## config.mk

```make
export PLATFORM = sky130hd
export DESIGN_NAME = operand_feeder
export DESIGN_NICKNAME = d
export VERILOG_FILES = /design/src/rtl/operand_feeder_pkg.sv /design/src/rtl/operand_feeder_bank.sv /design/src/rtl/operand_feeder.sv
export SDC_FILE = /design/constraint.sdc
export NUM_CORES = 1
export LEC_CHECK = 0
export CORE_ASPECT_RATIO = 1.5
export CORE_MARGIN = 2
export CORE_UTILIZATION = 45
export DETAILED_ROUTE_END_ITERATION = 6
export PLACE_DENSITY = 0.75
export RECOVER_POWER = 100
export SYNTH_ARGS = -nofsm -noshare
export SYNTH_HDL_FRONTEND = slang
export SYNTH_SLANG_ARGS = --single-unit
```

## constraint.sdc

```tcl
create_clock -name clk_i -period 4.4 [get_ports clk_i]
set_input_delay 0.88 -clock clk_i [delete_from_list [all_inputs] [get_ports clk_i]]
set_output_delay 0.88 -clock clk_i [all_outputs]
set_load 0.1 [all_outputs]
```

## src/rtl/operand_feeder_pkg.sv

```systemverilog
// Shared types and sizing for the systolic-array operand feeder.
// Lane vectors pack word i at bits [i*NUM_BITS +: NUM_BITS].
package operand_feeder_pkg;

  localparam int N        = 4;
  localparam int NUM_BITS = 8;

  typedef enum logic [1:0] {
    FEED_LOAD,
    FEED_FULL,
    FEED_STREAM
  } feeder_state_t;

  typedef logic [N*NUM_BITS-1:0] lane_t;

  // Width helper that never collapses to zero bits for tiny arrays.
  function automatic int safe_clog2(input int v);
    return (v > 1) ? $clog2(v) : 1;
  endfunction

endpackage

```

## src/rtl/operand_feeder_bank.sv

```systemverilog
// N x N operand storage: one write column per load beat, skewed per-lane read.
// Lane l holds word k at mem[l][k]; the read returns mem[l][t-l] inside the window, else 0.
module operand_feeder_bank
  import operand_feeder_pkg::*;
#(
  parameter int N        = operand_feeder_pkg::N,
  parameter int NUM_BITS = operand_feeder_pkg::NUM_BITS,
  localparam int KW      = safe_clog2(N),
  localparam int TW      = safe_clog2(2*N-1)
) (
  input  logic                  clk_i,
  input  logic                  we_i,
  input  logic [KW-1:0]         wk_i,
  input  logic [N*NUM_BITS-1:0] wdata_i,
  input  logic [TW-1:0]         t_i,
  output logic [N*NUM_BITS-1:0] rdata_o
);

  logic [NUM_BITS-1:0] mem_q [N][N];

  always_ff @(posedge clk_i) begin
    if (we_i) begin
      for (int unsigned l = 0; l < N; l++) begin
        mem_q[l][wk_i] <= wdata_i[l*NUM_BITS +: NUM_BITS];
      end
    end
  end

  always_comb begin
    rdata_o = '0;
    for (int unsigned l = 0; l < N; l++) begin
      if ((32'(t_i) >= l) && ((32'(t_i) - l) < 32'(N))) begin
        rdata_o[l*NUM_BITS +: NUM_BITS] = mem_q[l][KW'(32'(t_i) - l)];
      end
    end
  end

endmodule

```

## src/rtl/operand_feeder.sv

```systemverilog
// Loads one N x N operand pair over valid/ready, then streams A west and B north
// with the diagonal skew the PE array needs; idle lanes carry zero.
module operand_feeder
  import operand_feeder_pkg::*;
#(
  parameter int N        = operand_feeder_pkg::N,
  parameter int NUM_BITS = operand_feeder_pkg::NUM_BITS
) (
  input  logic                  clk_i,
  input  logic                  rst_ni,
  input  logic                  in_valid_i,
  output logic                  in_ready_o,
  input  logic [N*NUM_BITS-1:0] a_col_i,
  input  logic [N*NUM_BITS-1:0] b_row_i,
  input  logic                  start_i,
  output logic                  full_o,
  output logic [N*NUM_BITS-1:0] left_o,
  output logic [N*NUM_BITS-1:0] top_o,
  output logic                  feed_valid_o,
  output logic                  done_o
);

  localparam int CW = safe_clog2(N+1);
  localparam int TW = safe_clog2(2*N-1);
  localparam int KW = safe_clog2(N);

  feeder_state_t         state_q;
  logic [CW-1:0]         cnt_q;
  logic [TW-1:0]         t_q;
  logic                  in_ready_q, full_q, feed_valid_q, done_q;
  logic [N*NUM_BITS-1:0] left_q, top_q;

  logic                  we;
  logic [TW-1:0]         rd_t;
  logic [N*NUM_BITS-1:0] a_rd, b_rd;

  // The lanes are registered, so the bank is read one step ahead of t_q.
  always_comb begin
    we   = in_valid_i & in_ready_q;
    rd_t = (state_q == FEED_STREAM) ? t_q + 1'b1 : '0;
  end

  operand_feeder_bank #(.N(N), .NUM_BITS(NUM_BITS)) u_bank_a (
    .clk_i   (clk_i),
    .we_i    (we),
    .wk_i    (KW'(cnt_q)),
    .wdata_i (a_col_i),
    .t_i     (rd_t),
    .rdata_o (a_rd)
  );

  operand_feeder_bank #(.N(N), .NUM_BITS(NUM_BITS)) u_bank_b (
    .clk_i   (clk_i),
    .we_i    (we),
    .wk_i    (KW'(cnt_q)),
    .wdata_i (b_row_i),
    .t_i     (rd_t),
    .rdata_o (b_rd)
  );

  always_ff @(posedge clk_i or negedge rst_ni) begin
    if (!rst_ni) begin
      state_q      <= FEED_LOAD;
      cnt_q        <= '0;
      t_q          <= '0;
      in_ready_q   <= 1'b1;
      full_q       <= 1'b0;
      feed_valid_q <= 1'b0;
      done_q       <= 1'b0;
      left_q       <= '0;
      top_q        <= '0;
    end else begin
      done_q <= 1'b0;
      unique case (state_q)
        FEED_LOAD: begin
          if (we) begin
            cnt_q <= cnt_q + 1'b1;
            if (cnt_q == CW'(N-1)) begin
              state_q    <= FEED_FULL;
              in_ready_q <= 1'b0;
              full_q     <= 1'b1;
            end
          end
        end
        FEED_FULL: begin
          if (start_i) begin
            state_q      <= FEED_STREAM;
            t_q          <= '0;
            full_q       <= 1'b0;
            feed_valid_q <= 1'b1;
            left_q       <= a_rd;
            top_q        <= b_rd;
          end
        end
        FEED_STREAM: begin
          if (t_q == TW'(2*N-2)) begin
            state_q      <= FEED_LOAD;
            t_q          <= '0;
            cnt_q        <= '0;
            in_ready_q   <= 1'b1;
            feed_valid_q <= 1'b0;
            done_q       <= 1'b1;
            left_q       <= '0;
            top_q        <= '0;
          end else begin
            t_q    <= t_q + 1'b1;
            left_q <= a_rd;
            top_q  <= b_rd;
          end
        end
        default: state_q <= FEED_LOAD;
      endcase
    end
  end

  assign in_ready_o   = in_ready_q;
  assign full_o       = full_q;
  assign feed_valid_o = feed_valid_q;
  assign done_o       = done_q;
  assign left_o       = left_q;
  assign top_o        = top_q;

endmodule

```

After elaboration in Yosys (flattened, before gate mapping) --
Memories as Yosys holds them, arrays and structs flattened. Cells that the tools add are included. Widths: inputs -> output; s select.
Word-level totals: flip-flop bits (word level) 76, memory bits (writable) 256, input bits 68, output and inout bits 68, logic and storage cells 124, memories 2
Memory list:
- u_bank_a.mem_q | words 4, width 32, rd ports 4, clocked after Yosys merged registers in 0, write ports 4, RTL line operand_feeder_bank.sv:19 | logic [NUM_BITS-1:0] mem_q [N][N];
- u_bank_b.mem_q | words 4, width 32, rd ports 4, clocked after Yosys merged registers in 0, write ports 4, RTL line operand_feeder_bank.sv:19
Cells by class: add/subtract/negate cells 5, magnitude comparators 13, equality and inequality tests 8, muxes and demuxes 67, bitwise gates (word level) 6, reduce and logical (&&, ||, !) cells 14
Operator list (number):
- $mux 8 | 25
- $mux 32 | 5
- $bmux 8 s2 | 8
- $pmux 32 s2 | 2
- $lt 32x3->1 const B | 3
- $demux 8 s2 | 1
- $ge 3x3->1 const B | 5
- $mux 3 | 5
- $not 2->3 | 5
- $pmux 3 s2 | 2
- $reduce_and 4->1 | 3
- $mux 1 | 11
- $mux 2 | 4
- $sub 3x2->4 const B | 2
- $add 3x1->3 const B | 2
- $ge 3x2->1 const B | 2
- $pmux 1 s2 | 3
- $pmux 2 s3 | 1
- $reduce_and 3->1 | 2
- $reduce_bool 2->1 | 3
- $logic_and 1x1->1 | 4
- $ne 2x1->1 const B | 2
- $ne 2x2->1 const B | 2
- $sub 3x1->4 const B | 1
- other kinds (10) | 10

Depth between registers and ports, before layout --
depth in word-level cells 10, gate-level depth with buffers 15, mapped depth without buffers 9

Cells and area by module --
From an unflattened synthesis, not the netlist that was laid out.
Unflattened totals: cell total of the unflattened synthesis 779, area, all modules 13611.8 sq um
By module, submodules not included:
- operand_feeder_bank (u_bank_a) | instances 1, cells each 223, area each 5071.1 sq um, sequential area each 3843.7 sq um
- operand_feeder_bank (u_bank_b) | instances 1, cells each 223, area each 5058.6 sq um, sequential area each 3843.7 sq um
- operand_feeder | instances 1, cells each 333, area each 3482.1 sq um, sequential area each 1903.1 sq um

Worst setup path before layout --
No wires, ideal clock.
path kind flip-flop to flip-flop, start point register t_q[0], end point register left_q[24], in the netlist left_o[24], library setup time 0.122 ns, arrival 3.892 ns, data required time 4.278 ns, slack 0.386 ns, cell stages (with the launch flop) 15, buffers on the path 7, period minus slack after synthesis 4.014 ns, cells stage by stage dfrtp_1 buf_2 clkbuf_1 buf_2 inv_1 ha_1 clkbuf_1 nor2_1 inv_1 clkbuf_1 ha_1 buf_1 clkbuf_1 mux4_2 a22o_1
Between the ends: cells in the longest elaborated chain, start to end 10, elaborated cells on any way between the ends 15, those cells by class 2 x add/sub; 2 x order compare; 1 x eq/ne; 8 x mux; 1 x bitwise; 1 x reduce/logical
RTL lines:
- start: declaration | RTL line operand_feeder.sv:29 | logic [TW-1:0] t_q;
- start signal: assignment | RTL line operand_feeder.sv:106 | t_q <= t_q + 1'b1;
- parallel branches: the longest is 9 deep, another holds $lt 32x3->1
- $pmux 32 s2 (*) | RTL line operand_feeder.sv:74 | unique case (state_q)
- end signal: assignment | RTL line operand_feeder.sv:91 | left_q <= a_rd;
- end signal: assignment | RTL line operand_feeder.sv:107 | left_q <= a_rd;
- end: declaration | RTL line operand_feeder.sv:31 | logic [N*NUM_BITS-1:0] left_q, top_q;
Every way passes the cells marked *. The select of a mux whose other input is x is not followed. A chain may end at the register's enable or synchronous reset.

==> out/metrics.cfg <==
[final_layout]
drive_above_1_share_pct=9.73
final_cells=1251
area_growth_pct=21.2
final_util_pct=55.1
final_nets=962

[critical_path]
critPathMaxStageDelay_ns=1.27
worstPathRequired_ns=4.57
r2r-end=left_o[16]$_DFFE_PN0P_
slowest_stage=and3_1
cp_max_fo=36
path_buf_inv=2
crit_arrival_ns=3.87
timing_worst_setup_path_type=in -> reg
r2r_cells=6
cp_cell_sequence=dlygate4sd3_1, and3_1, clkbuf_2
reg2reg_slack_ns=0.96
cp-end-kind=flip-flop
crit_family=buffers and inverters
r2r_start=t_q[0]$_DFFE_PN0P_
setup.worst_path.start_class=input port

[pwr]
power.switching_mw=3.55
seqPwrFrac_pct=40.3
pwr-share-clk_pct=27.4
irDropWorstVdd_mv=0.492
p_leak_nw=5.64
intPower_mw=6.21
power_density_nw_per_um2=635
p_sw_share_pct=36.3
comb_power_share_pct=32.3
p_total_mw=9.76

[route]
drt_iter0_markers=511
wl_per_cell_um=21.7
avgViaCountPerCell=5.64
routed_wl_mm=27.1
drcViolationCount=0
final_antenna_net_count=0
dr_total_vias=7054
firstDrtPassIters=5

[floorplanning]
ios=136
fp-row-count=75
die_x_um=141
fp.dieH_um=210
core_um2=27900
fp.dieArea_um2=29600
initial_core_util_pct=45.5

[sta]
fin_ws_ns=0.697
tightest_slew_ns=1.81
setup-tns-final_ns=0
hold_viol=0
relSlewSlack_pct=-20.5
clock_skew_ns=0.0157
setup_viol_count_final=0
drv_slew=335
fin_crit_ns=3.70
fmax_ghz=0.270
rsz0062_at_grt=false
post-route-period-util_pct=84.2

[synth]
syn_avg_cell_area_um2=16.9
syn-num-nets=830
yosysWarningCount=0
syn_inst=748
synth_area_um2=12700
ys_seq_elements=332
ys.flop_type=edfxtp_1
synth-seq-area-share_pct=75.7
synth.distinct_cells=37
synth-edff-count=256
async_flop_share_pct=22.9

[placed_design]
io_buffers=135
place_ws_ns=1.09
routabilityCongestion=0.778
place_inst=1194
hpwl_mm=15.4

[global_routing]
grt_overflow=0
grt_max_degree=68
track_usage_pct=18.4
grt_pass1_vias=7404
grt_antenna_before_repair=2
grt_first_pass_wirelength_mm=41.6

[cts]
clk_pin_slew_ns=0.06
clkSinkCount=332
cts_hold_buf=0
cts_setup_buffers=0
cts_tree=yes
clk_path_buf_depth=3
insertion_delay_ns=0.56
cts-buffers-inserted=30
root_buffer=clkbuf_16
cts_resized=0
htreeDepth=1

[hold_path]
hp-class=in -> async

[status]
violations=max-capacitance violations, max-slew violations
status=complete, but fails checks

[job]
cap_violations=7

[sequential cells by signal, summed over array words and instances, names as in the netlist]
signal and cells:
u_bank_a.mem_q 128, u_bank_b.mem_q 128, left_o 32, top_o 32
cnt_q 3, t_q 3, state_q 2, done_o 1
feed_valid_o 1, full_o 1, in_ready_o 1
[final cells by class]
cell class | instances | area [um2]
Timing Repair Buffer | 147 | 1430
Antenna cell | 1 | 2.50
Clock inverter | 13 | 181
Inverter | 12 | 45.0
Fill cell | 2177 | 12500
Clock buffer | 43 | 840
Multi-Input combinational cell | 357 | 2840
Tap cell | 346 | 433
Sequential cell | 332 | 9590
[layer usage]
| layer | GRT usage (%) | wire (um) | vias up |
|---|---|---|---|
| met5 | 0 | 0 | - |
| met4 | 7.48 | 892 | 0 |
| met3 | 2.46 | 1330 | 50 |
| met2 | 34.0 | 14700 | 229 |
| met1 | 21.6 | 10200 | 3585 |
| li1 | - | - | 3190 |
[cell usage after synthesis (all sizes together), types with 4 or more instances]
cell	instances	area [um2]
mux2i	47	470
o21ai	37	185
inv	12	45.0
clkbuf	28	105
mux4	16	360
and3	4	25.0
dfrtp	75	1880
buf	19	118
a32o	32	320
nand2	75	282
a22o	49	429
ha	14	175
edfxtp	256	7690
a21oi	5	28.8
nand3	36	180
nor2	8	30.0
o2bb2ai	16	140
[cell usage in the layout (no fill, tap or decap), drive strengths merged, types with 14 or more instances in the layout]
cell and count:
ha 14, nand2 75, mux2i 47, mux4 16
edfxtp 256, o2bb2ai 16, dlygate4sd3 134, a32o 32
dfrtp 75, nand3 36, a22o 49, clkbuf 46
o21ai 37
[kinds of logic after synthesis]
| family | Yosys count | synth area share (%) |
|---|---|---|
| and+or+nand+nor | 132 | 4.68 |
| buffers and inverters | 59 | 2.11 |
| xor gates and xnor gates | 1 | 0.0691 |
| DFF | 332 | 75.7 |
| muxes | 64 | 6.64 |
| AOI/OAI and AO/OA | 146 | 9.46 |
| adders and majority gates | 14 | 1.38 |
[power groups by stage]
stage / clock, mW / combinational (mW) / sequential (mW)
after floorplan: 0 / 1.51 / 4.83
after global placement: 0 / 3.22 / 3.99
after detailed placement: 0 / 3.25 / 4.00
after CTS: 2.71 / 3.27 / 3.94
after global routing: 2.83 / 3.37 / 3.96
final: 2.67 / 3.15 / 3.93
[worst max path at each step]
stage | from | endpoint | slack [ns] | cells past startpoint
2_1_floorplan | t_q[0]$_DFFE_PN0P_ | left_o[24]$_DFFE_PN0P_ | 0.39 | 14
3_3_place_gp | t_q[0]$_DFFE_PN0P_ | top_o[8]$_DFFE_PN0P_ | 1.16 | 9
3_5_place_dp | t_q[0]$_DFFE_PN0P_ | top_o[11]$_DFFE_PN0P_ | 1.09 | 9
4_1_cts | t_q[0]$_DFFE_PN0P_ | left_o[10]$_DFFE_PN0P_ | 1.08 | 9
5_1_grt | in_valid_i | u_bank_b.mem_q[3][23]$_DFFE_PP_ | 0.47 | 3
6_report | in_valid_i | u_bank_b.mem_q[3][23]$_DFFE_PP_ | 0.70 | 3
[stage by stage]
| step | cell area, um2 | hold slack, ns |
|---|---|---|
| after floorplan | 12700 | 0.456 |
| after global placement | 14400 | 0.471 |
| after detailed placement | 14400 | 0.483 |
| after CTS | 15400 | 0.411 |
| after global routing | 15400 | 0.428 |
| final | 15400 | 0.381 |
(Power assumes the default switching activity.)
